===== config.mk =====
export PLATFORM = sky130hd
export DESIGN_NAME = exc_ctrl
export DESIGN_NICKNAME = d
export VERILOG_FILES = /design/src/rtl/exc_ctrl.sv
export SDC_FILE = /design/constraint.sdc
export NUM_CORES = 1
export LEC_CHECK = 0
export BUFFER_PORTS_ARGS = -buffer_cell sky130_fd_sc_hd__buf_2
export CELL_PAD_IN_SITES_DETAIL_PLACEMENT = 1
export CELL_PAD_IN_SITES_GLOBAL_PLACEMENT = 2
export CORE_UTILIZATION = 19
export CTS_BUF_LIST = sky130_fd_sc_hd__clkbuf_8
export DETAILED_ROUTE_END_ITERATION = 8
export MAX_ROUTING_LAYER = met4
export PLACE_DENSITY = 0.95
export SETUP_SLACK_MARGIN = 0.15
export SLEW_MARGIN = 20
export SYNTH_ARGS = -nofsm -noshare
export SYNTH_HDL_FRONTEND = slang
export SYNTH_SLANG_ARGS = --single-unit

===== constraint.sdc =====
create_clock -name clk -period 5.5 [get_ports clk]
set_input_delay 0.55 -clock clk [delete_from_list [all_inputs] [get_ports clk]]
set_output_delay 0.55 -clock clk [all_outputs]
set_load 0.005 [all_outputs]

===== src/rtl/exc_ctrl.sv =====
// Exception controller at the MEM/WB boundary. It resolves the highest-priority exception
// and sequences a one-cycle pipeline flush, followed by a short drain window.
module exc_ctrl #(
  parameter logic [31:0] EXC_VECTOR   = 32'hBFC00380,
  parameter int unsigned DRAIN_CYCLES = 2
) (
  input  logic        clk,
  input  logic        rst,
  input  logic        stall_i,
  input  logic        mem_valid_i,
  input  logic [31:0] mem_excflags_i,
  input  logic [31:0] mem_pc_i,
  input  logic        mem_in_delayslot_i,
  input  logic [31:0] cp0_status_i,
  input  logic [31:0] cp0_cause_i,
  input  logic [31:0] cp0_epc_i,
  input  logic        wb_cp0_we_i,
  input  logic [4:0]  wb_cp0_waddr_i,
  input  logic [31:0] wb_cp0_data_i,
  output logic [31:0] excepttype_o,
  output logic [31:0] current_inst_addr_o,
  output logic        is_in_delayslot_o,
  output logic        flush_o,
  output logic [31:0] new_pc_o,
  output logic        busy_o
);

  typedef enum logic [1:0] {IDLE, FLUSH, DRAIN} state_t;

  localparam logic [2:0] DRAIN_LOAD = 3'(DRAIN_CYCLES - 1);

  state_t      state, state_next;
  logic [2:0]  drain_cnt;
  logic [31:0] eff_status, eff_cause, eff_epc;
  logic [31:0] resolved_code;
  logic        int_pending;
  logic        take_exc;
  logic        unused_bits;

  // A CP0 write still sitting in WB must be visible here; only the software IP bits of cause forward
  always_comb begin
    eff_status = cp0_status_i;
    eff_cause  = cp0_cause_i;
    eff_epc    = cp0_epc_i;
    if (wb_cp0_we_i && wb_cp0_waddr_i == 5'd12) eff_status = wb_cp0_data_i;
    if (wb_cp0_we_i && wb_cp0_waddr_i == 5'd13) eff_cause[9:8] = wb_cp0_data_i[9:8];
    if (wb_cp0_we_i && wb_cp0_waddr_i == 5'd14) eff_epc = wb_cp0_data_i;
  end

  assign int_pending = ((eff_cause[15:8] & eff_status[15:8]) != 8'd0) &&
                       eff_status[0] && !eff_status[1];

  always_comb begin
    resolved_code = 32'd0;
    if (int_pending)            resolved_code = 32'h1;
    else if (mem_excflags_i[8])  resolved_code = 32'h8;
    else if (mem_excflags_i[9])  resolved_code = 32'ha;
    else if (mem_excflags_i[10]) resolved_code = 32'hd;
    else if (mem_excflags_i[11]) resolved_code = 32'hc;
    else if (mem_excflags_i[12]) resolved_code = 32'he;
  end

  always_comb begin
    excepttype_o = 32'd0;
    if (!rst && state == IDLE && mem_valid_i && !stall_i) excepttype_o = resolved_code;
    busy_o = (state != IDLE);
  end

  assign take_exc            = (excepttype_o != 32'd0);
  assign current_inst_addr_o = mem_pc_i;
  assign is_in_delayslot_o   = mem_in_delayslot_i;

  always_comb begin
    state_next = state;
    case (state)
      IDLE:    if (take_exc) state_next = FLUSH;
      FLUSH:   state_next = DRAIN;
      DRAIN:   if (drain_cnt == 3'd0) state_next = IDLE;
      default: state_next = IDLE;
    endcase
  end

  // The redirect target is captured on the same edge that detects the exception
  always_ff @(posedge clk) begin
    if (rst) begin
      state     <= IDLE;
      flush_o   <= 1'b0;
      new_pc_o  <= 32'd0;
      drain_cnt <= 3'd0;
    end else begin
      state   <= state_next;
      flush_o <= (state == IDLE) && take_exc;
      if (state == IDLE && take_exc)
        new_pc_o <= (excepttype_o == 32'he) ? eff_epc : EXC_VECTOR;
      if (state == FLUSH)
        drain_cnt <= DRAIN_LOAD;
      else if (state == DRAIN && drain_cnt != 3'd0)
        drain_cnt <= drain_cnt - 3'd1;
    end
  end

  assign unused_bits = ^{mem_excflags_i[31:13], mem_excflags_i[7:0],
                         eff_cause[31:16], eff_cause[7:0],
                         eff_status[31:16], eff_status[7:2]};

endmodule


==> results_dict.tcl, run 1 <==
set metrics [dict create \
    status "complete, no violations" \
    cts_sinks 38 \
    cts-buffers-inserted 5 \
    drt_pass1_iterations 4 \
    ir_drop_v 0.0000858 \
    area_growth_pct 22.1 \
    fillers 1734 \
    fin_skew_ns 0.0184 \
    worstHoldPathType "register to register" \
    place.gp.congestion 0.703 \
    cts_tree "yes" \
    relSlewSlack_pct 50.6 \
    ys_types 40 \
    finalMaxSlewViolations 0 \
    power_leakage_nw 1.48 \
    internal-power_w 0.000451 \
    grt_pass1_vias 2465 \
    port_buffers 134 \
    overflow 0 \
    rsz0062_at_grt "false" \
    cp.arrival_ns 2.60 \
    die_w_um 124 \
    drt_iter0_markers 51 \
    ios 302 \
    vias 2424 \
    wl_mm 8.22 \
    gr-usage-all-layers_pct 11.0 \
    layout_commonest_cell "buf_2" \
    die_h_um 124 \
    row_count 44 \
    clk-insertion-delay-late_ns 0.31 \
    ctsLongestPathBuffers 2 \
    dieArea_um2 15300 \
    p_per_area_nw_per_um2 185 \
    period_minus_slack_ns 3.15 \
    nNetsFinal 592 \
    antenna_found_initial 0 \
    h-tree-depth 2 \
    synth-seq-cells 38 \
    yosysWarnings 0 \
    netlist_area_um2 2810 \
    start_util_pct 19.4 \
    drcViolationCount 0 \
    grt_pass1_wl_mm 12.3 \
    switchingPower_w 0.000184 \
    post_cts_resized 0 \
    cts_hold_buffers 0 \
    period_share_pct 57.2 \
    drt-wirelength-per-cell_um 14.4 \
    mostFrequentLayoutCells "134 x buf_2, 38 x dfxtp_1, 28 x conb_1, 25 x mux2i_1, 21 x nand2b_1" \
    critPathLaunchType "primary input" \
    drt.antenna.violating_nets 0 \
    max_freq_mhz 318 \
    syn_avg_cell_area_um2 9.60 \
    root_buffer "clkbuf_8" \
    drive_gt1_share_pct 47.9 \
    hpwl_mm 6.31 \
    viasPerCell 4.24 \
    hold_viol 0 \
    ys_seq_area_share_pct 27.0 \
    post-cts-setup-buffer-count 0 \
    max_cap_viol_count 0 \
    pwr-share-seq_pct 45.6 \
    final-setup-viol-count 0 \
    swShare_pct 29.0 \
    synth_cells 293 \
    finalPower_w 0.000635 \
    worst_pin_slew_ns 0.740 \
    tns_ns 0 \
    antenna_cells 0 \
    critPathRequiredTime_ns 4.95 \
    path_class "primary input to output port" \
    clkPwrFrac_pct 34.1 \
    crit_fanout 6 \
    combPwrFrac_pct 20.4 \
    path_clk_slew_ns 0.08 \
    grt_start_max_net_pins 58 \
    crit_path_end_kind "output port" \
    fp.coreArea_um2 14500 \
]
power by group through the flow:
| stage | combinational (W) | clock (W) | sequential [W] |
|---|---|---|---|
| after global placement | 0.000122 | 0 | 0.000295 |
| after CTS | 0.000130 | 0.000230 | 0.000289 |
| after detailed placement | 0.000130 | 0 | 0.000295 |
| after floorplan | 0.0000994 | 0 | 0.000296 |
| final | 0.000129 | 0.000216 | 0.000289 |
| after global routing | 0.000143 | 0.000244 | 0.000290 |
cell usage after synthesis, drive strengths merged:
master   instances  area (um2)
buf             67         514
dfxtp           38         761
mux2i           25         250
nand2b          21         131
o32ai           20         310
nand2           14        52.6
mux2            13         146
nor2b           12        75.1
o22a            12         105
clkbuf          11        42.5
a21oi           10        53.8
nor2             9        33.8
nor3             7        51.3
inv              6        22.5
a31oi            3        18.8
nor3b            3        22.5
a22oi            2        15.0
a2bb2oi          2        17.5
a31o             2        17.5
ha               2        25.0
nor4             2        27.5
a21o             1        7.51
a221oi           1        8.76
a222oi           1        10.0
a32o             1        10.0
a32oi            1        16.3
and4b            1        10.0
conb             1        3.75
nand3            1        5.00
nand4b           1        23.8
nor4b            1        8.76
or2              1        6.26
or4b             1        10.0
flip-flops by register name, indices dropped and copies added (netlist names):
register / count
drain_cnt: 3
new_pc_o: 32
state: 2
flush_o: 1
area by class of cell:
class | instances | area, um2 | share of cell area (%)
inverter | 6 | 22.5 | 0.656
timing repair buffer | 138 | 721 | 21.0
clock inverter | 2 | 12.5 | 0.364
multi-input combinational | 198 | 1610 | 46.7
tap | 184 | 230 | 6.70
clock buffer | 6 | 82.6 | 2.40
sequential | 38 | 761 | 22.1
critical path, stage by stage:
cell	delay [ns]
buf_2	0.11
nand4b_4	0.20
nor3_4	0.32
mux2i_1	0.18
nor4_4	0.54
a31oi_1	0.24
nor4b_1	0.30
buf_2	0.16
cells by family after synthesis:
family / count (synthesis) / share of synthesized area [%]
buffers and inverters: 84 / 20.6
and+or+nand+nor: 74 / 16.3
AOI/OAI and AO/OA: 56 / 21.0
muxes: 38 / 14.1
DFF: 38 / 27.0
adders and majority gates: 2 / 0.889
other: 1 / 0.133
metrics by stage:
| step | setup slack, ns | hold WS (ns) | cells | instance area (um2) | util (%) |
|---|---|---|---|---|---|
| floorplan | 2.91 | 0.464 | 320 | 2920 | - |
| global placement | 2.19 | 0.476 | 563 | 3310 | 22.8 |
| detailed placement | 2.35 | 0.494 | 564 | 3330 | 23.0 |
| CTS | 2.35 | 0.511 | 572 | 3430 | 23.7 |
| global route | 2.18 | 0.535 | 572 | 3430 | 23.7 |
| finish | 2.35 | 0.508 | 572 | 3430 | 23.7 |
final timing paths:
kind,slack [ns],cells after the start,startpoint,to
setup / recovery,2.35,8,wb_cp0_waddr_i[4],excepttype_o[2]
hold / removal,0.51,2,new_pc_o[18],new_pc_o[18]
setup reg to reg,2.92,6,state[0],new_pc_o[6]
hold reg to reg,0.51,2,new_pc_o[18],new_pc_o[18]
metal layers:
| layer | global-route usage, % | up-vias | routed length (um) |
|---|---|---|---|
| met2 | 20.2 | 100 | 4410 |
| li1 | - | 1148 | - |
| met5 | - | - | 0 |
| met1 | 11.5 | 1168 | 3170 |
| met4 | 3.31 | 0 | 74 |
| met3 | 2.79 | 8 | 569 |
Power figures use the tool's default switching activity.
==> inputs of run 2 (changes only) <==
--- a/config.mk
+++ b/config.mk
@@ -8,11 +8,11 @@
 export BUFFER_PORTS_ARGS = -buffer_cell sky130_fd_sc_hd__buf_2
 export CELL_PAD_IN_SITES_DETAIL_PLACEMENT = 1
 export CELL_PAD_IN_SITES_GLOBAL_PLACEMENT = 2
-export CORE_UTILIZATION = 19
+export CORE_UTILIZATION = 16
 export CTS_BUF_LIST = sky130_fd_sc_hd__clkbuf_8
 export DETAILED_ROUTE_END_ITERATION = 8
 export MAX_ROUTING_LAYER = met4
-export PLACE_DENSITY = 0.95
+export PLACE_DENSITY = 0.88
 export SETUP_SLACK_MARGIN = 0.15
 export SLEW_MARGIN = 20
 export SYNTH_ARGS = -nofsm -noshare
==> constraint.sdc (replaced) <==
create_clock -name clk -period 2.55 [get_ports clk]
set_input_delay 0.255 -clock clk [delete_from_list [all_inputs] [get_ports clk]]
set_output_delay 0.255 -clock clk [all_outputs]
set_load 0.005 [all_outputs]
==> run 2 against run 1 <==
- clock skew decreased by 0.0055 ns
- die area increased by 18%
- routed wire length decreased by 0.45%
- non-clock buffer count increased by 3
- sequential share of layout area decreased by 0.91 points
- via count decreased by 1.9%
- sequential power increased by 120%
==> results_dict.tcl, run 2 (same netlist as run 1, synthesis figures left out) <==
set metrics [dict create \
    tns_ns 0 \
    layout_commonest_cell "buf_2" \
    crit_buf_inv 4 \
    area_growth_pct 27.3 \
    min-delay-start "wb_cp0_data_i[29]" \
    max_cap_viol_count 0 \
    fillers 2037 \
    drive_gt1_share_pct 49.1 \
    cts_sinks 38 \
    period_minus_slack_ns 2.20 \
    ir_drop_v 0.000270 \
    reg.largest.list "new_pc_o x32, drain_cnt x3, state x2" \
    ff_latch_area_um2 761 \
    top_register "new_pc_o" \
    port_buffers 134 \
    h-tree-depth 2 \
    crit_path_max_incr_delay_ns 0.31 \
    timing.rr.start "state[0]" \
    timing.final.ws_setup_ns 0.352 \
    worstHoldPathType "primary input to register" \
    status "complete, no violations" \
    crit_chain "buf_2 > nand4b_4 > nor3_4 > buf_4 > mux2i_1 > nor4_4 > buf_4 > a31o_2 > a21oi_1 > buf_2" \
    dieArea_um2 18100 \
    finalMaxSlewViolations 0 \
    period_share_pct 86.2 \
    gr-usage-all-layers_pct 9.27 \
    worst_pin_slew_ns 0.645 \
    finalPower_w 0.00154 \
    grt_pass1_vias 2424 \
    grt_pass1_wl_mm 12.4 \
    crit_start "wb_cp0_waddr_i[4]" \
    fp.coreArea_um2 17200 \
    path_clk_slew_ns 0.09 \
    root_buffer "clkbuf_8" \
    whs_ns 0.289 \
    drt-wirelength-per-cell_um 13.3 \
    largest_reg_flops 32 \
    fin_skew_ns 0.0129 \
    wl_mm 8.19 \
    vias 2378 \
    cts-buffers-inserted 5 \
    crit_path_end_kind "output port" \
    power_leakage_nw 1.52 \
    antenna_found_initial 1 \
    cts_hold_buffers 0 \
    clk-insertion-delay-late_ns 0.30 \
    cp.arrival_ns 1.94 \
    p_per_area_nw_per_um2 431 \
    max_freq_mhz 455 \
    drcViolationCount 0 \
    rsz0062_at_grt "false" \
    crit_fanout 5 \
    mostFrequentLayoutCells "134 x buf_2, 38 x dfxtp_1, 28 x conb_1, 25 x mux2i_1, 21 x nand2b_1" \
    ios 302 \
    path_class "primary input to output port" \
    die_h_um 135 \
    overflow 0 \
    cts_tree "yes" \
    final-setup-viol-count 0 \
    hpwl_mm 6.33 \
    crit_family "buffers and inverters" \
    nNetsFinal 595 \
    critPathLaunchType "primary input" \
    viasPerCell 3.85 \
    start_util_pct 16.3 \
    row_count 48 \
    critPathRequiredTime_ns 2.30 \
    relSlewSlack_pct 57.0 \
    die_w_um 135 \
    drt_pass1_iterations 4 \
    multi_input_area_um2 1620 \
    ctsLongestPathBuffers 2 \
    hold_viol 0 \
    slowest_stage "mux2i_1" \
    place.gp.congestion 0.679 \
    drt.antenna.violating_nets 0 \
    dp_slack_ns 0.0572 \
    grt_start_max_net_pins 57 \
    drt_iter0_markers 25 \
]
run 2: area by class of cell:
| cell class | instances | share of cell area, % |
|---|---|---|
| Antenna cell | 1 | 0.0699 |
| Sequential cell | 38 | 21.2 |
| Timing Repair Buffer | 141 | 21.2 |
| Clock buffer | 5 | 1.92 |
| Multi-Input combinational cell | 198 | 45.1 |
| Inverter | 6 | 0.629 |
| Tap cell | 225 | 7.86 |
| Clock inverter | 3 | 1.92 |
run 2: timing repair:
| item | in CTS | in global routing |
|---|---|---|
| pin swaps | 1 | 1 |
| endpoints found under the setup margin | 1 | 2 |
| buffers inserted | 1 | 0 |
| gates resized for setup | 0 | 3 |
run 2: layer usage:
layer	vias to the layer above	routed length [um]	GRT usage, %
li1	1156	-	-
met1	1099	3310	9.94
met2	110	4080	16.1
met3	13	709	3.45
met4	0	82	2.25
met5	-	0	-
run 2: tightest hold or removal path, delay by kind of cell:
| kind | cells | cell delay [ns] |
|---|---|---|
| multiplexers | 1 | 0.13 |
| AO/OA/AOI/OAI | 1 | 0.11 |
| buffers and inverters | 1 | 0.07 |
run 2: worst paths after layout:
check | endpoint | slack [ns] | depth (start not counted)
max reg2reg | new_pc_o[11] | 0.42 | 6
min | new_pc_o[29] | 0.29 | 3
min reg2reg | new_pc_o[10] | 0.50 | 2
max | excepttype_o[0] | 0.35 | 10
run 2: where the power goes:
| part | switching (W) | internal, W |
|---|---|---|
| logic | 0.000138 | 0.000143 |
| clock network | 0.000247 | 0.000393 |
| registers | 0.00000817 | 0.000614 |
run 2: stage by stage:
| step | utilization (%) | cell area, um2 | std cells |
|---|---|---|---|
| after floorplan | - | 2920 | 320 |
| after global placement | 19.8 | 3420 | 607 |
| after detailed placement | 19.8 | 3420 | 607 |
| after CTS | 20.7 | 3560 | 616 |
| after global routing | 20.8 | 3580 | 617 |
| final | 20.8 | 3580 | 617 |
==> inputs of run 3 (changes only) <==
--- a/config.mk
+++ b/config.mk
@@ -13,6 +13,7 @@
 export DETAILED_ROUTE_END_ITERATION = 8
 export MAX_ROUTING_LAYER = met4
 export PLACE_DENSITY = 0.88
+export RECOVER_POWER = 50
 export SETUP_SLACK_MARGIN = 0.15
 export SLEW_MARGIN = 20
 export SYNTH_ARGS = -nofsm -noshare
==> run 3 against run 2 <==
- final cell count is the same
- clock-buffer cell count is the same
- setup slack is the same
- routed wire length is essentially flat
- clock power is essentially flat
- clock skew is essentially flat
- first-iteration DRC count grew 12%
- total power shrank 0.13%
- sequential power is essentially flat
- die area is the same
- via count is essentially flat
==> results_dict.tcl, run 3 (same netlist as run 1, synthesis figures left out) <==
set metrics [dict create \
    fin_skew_ns 0.0128 \
    wl_mm 8.18 \
    crit_chain "buf_2 > nand4b_4 > nor3_4 > buf_4 > mux2i_1 > nor4_4 > buf_4 > a31o_2 > a21oi_1 > buf_2" \
    hpwl_mm 6.33 \
    root_buffer "clkbuf_8" \
    layout_commonest_cell "buf_2" \
    status "complete, no violations" \
    viasPerCell 3.86 \
    whs_ns 0.289 \
    period_share_pct 86.2 \
    hold_viol 0 \
    clk-insertion-delay-late_ns 0.30 \
    path_class "primary input to output port" \
    cts-buffers-inserted 5 \
    ios 302 \
    row_count 48 \
    h-tree-depth 2 \
    gr-usage-all-layers_pct 9.27 \
    drive_gt1_share_pct 45.8 \
    worst-path-stages 10 \
    power_leakage_nw 1.46 \
    top_register "new_pc_o" \
    finalMaxSlewViolations 0 \
    drcViolationCount 0 \
    port_buffers 134 \
    crit_buf_inv 4 \
    fp.coreArea_um2 17200 \
    ir_drop_v 0.000270 \
    area_growth_pct 26.7 \
    overflow 0 \
    critical_path.endpoint "excepttype_o[0]" \
    slowest_stage "mux2i_1" \
    rsz0062_at_grt "false" \
    relSlewSlack_pct 57.0 \
    swShare_pct 25.5 \
    clkPwrFrac_pct 41.5 \
    die_w_um 135 \
    cts_sinks 38 \
    internal-power_w 0.00115 \
    worstHoldPathType "primary input to register" \
    combPwrFrac_pct 18.1 \
    final-setup-viol-count 0 \
    crit_start "wb_cp0_waddr_i[4]" \
    die_h_um 135 \
    place.gp.congestion 0.679 \
    cts_hold_buffers 0 \
    r2r_slack_ns 0.42 \
    crit_family "buffers and inverters" \
    max_cap_viol_count 0 \
    drt.antenna.violating_nets 0 \
    path_clk_slew_ns 0.09 \
    crit_path_max_incr_delay_ns 0.31 \
    mostFrequentLayoutCells "121 x buf_2, 38 x dfxtp_1, 28 x conb_1, 25 x mux2i_1, 21 x nand2b_1" \
    max_freq_mhz 455 \
    drt_iter0_markers 28 \
    drt_pass1_iterations 4 \
    p_per_area_nw_per_um2 432 \
    start_util_pct 16.3 \
    tns_ns 0 \
    grt_pass1_vias 2424 \
    nNetsFinal 595 \
    pwr-share-seq_pct 40.4 \
    rr_endpoint "new_pc_o[11]" \
    dieArea_um2 18100 \
    reg.largest.list "new_pc_o x32, drain_cnt x3, state x2" \
    largest_reg_flops 32 \
    antenna_found_initial 1 \
    timing.rr.start "state[0]" \
    rr_worst_depth 6 \
    switchingPower_w 0.000393 \
    critPathRequiredTime_ns 2.30 \
    crit_path_end_kind "output port" \
    grt_pass1_wl_mm 12.4 \
    period_minus_slack_ns 2.20 \
    vias 2380 \
    worst_pin_slew_ns 0.645 \
    ctsLongestPathBuffers 2 \
    cts_tree "yes" \
    crit_fanout 5 \
    drt-wirelength-per-cell_um 13.3 \
    cp.arrival_ns 1.94 \
    grt_start_max_net_pins 57 \
    critPathLaunchType "primary input" \
]
==> run 3: changes by cell type in the layout (fill, tap and decap cells not counted) <==
cell	before	now
buf_2	134	121
clkbuf_1	0	13
==> run 3: through the flow <==
stage | total power (W) | worst slack, ns | instance area, um2 | std cells | utilization (%)
after global routing | 0.00164 | 0.256 | 3560 | 617 | 20.7
after floorplan | 0.000852 | 0.419 | 2920 | 320 | -
after CTS | 0.00158 | 0.193 | 3560 | 616 | 20.7
after detailed placement | 0.000916 | 0.0572 | 3420 | 607 | 19.8
final | 0.00154 | 0.352 | 3560 | 617 | 20.7
after global placement | 0.000912 | 0.0756 | 3420 | 607 | 19.8
==> run 3: worst min path at each step <==
stage                      startpoint            to  slack (ns)  depth (start not counted)
finish              wb_cp0_data_i[29]  new_pc_o[29]        0.29                          3
global placement         new_pc_o[10]  new_pc_o[10]        0.48                          2
detailed placement       new_pc_o[10]  new_pc_o[10]        0.49                          2
floorplan                    state[1]  drain_cnt[0]        0.46                          1
CTS                      cp0_epc_i[8]   new_pc_o[8]        0.27                          3
global route            cp0_epc_i[24]  new_pc_o[24]        0.27                          3
==> run 3: power groups by stage <==
stage | logic [W] | clock network [W] | registers [W]
global placement | 0.000277 | 0 | 0.000635
detailed placement | 0.000281 | 0 | 0.000636
floorplan | 0.000214 | 0 | 0.000638
finish | 0.000279 | 0.000639 | 0.000622
global route | 0.000310 | 0.000704 | 0.000625
CTS | 0.000284 | 0.000675 | 0.000622
==> run 3: timing repair <==
action,CTS,global route
buffers inserted,1,0
setup endpoints to repair,1,2
pin swaps,1,1
gates resized for setup,0,3
==> run 3: area by class of cell <==
cell class,instances,area [um2]
sequential,38,761
fill,2037,13700
clock buffer,5,68.8
timing repair buffer,141,744
clock inverter,3,68.8
multi-input combinational,198,1620
antenna,1,2.50
tap,225,282
inverter,6,22.5
==> run 3: tightest hold or removal path, cell delays in order <==
cell	delay (ns)
buf_2	0.07
mux2_2	0.13
o22a_1	0.11
==> run 3: metal layers <==
metal  track usage [%]  vias up  part of all wire (%)
li1                  -     1157                     -
met1              9.94     1100                    40
met2              16.1      110                    50
met3              3.45       13                   8.7
met4              2.25        0                   1.0
met5                 -        -                     0
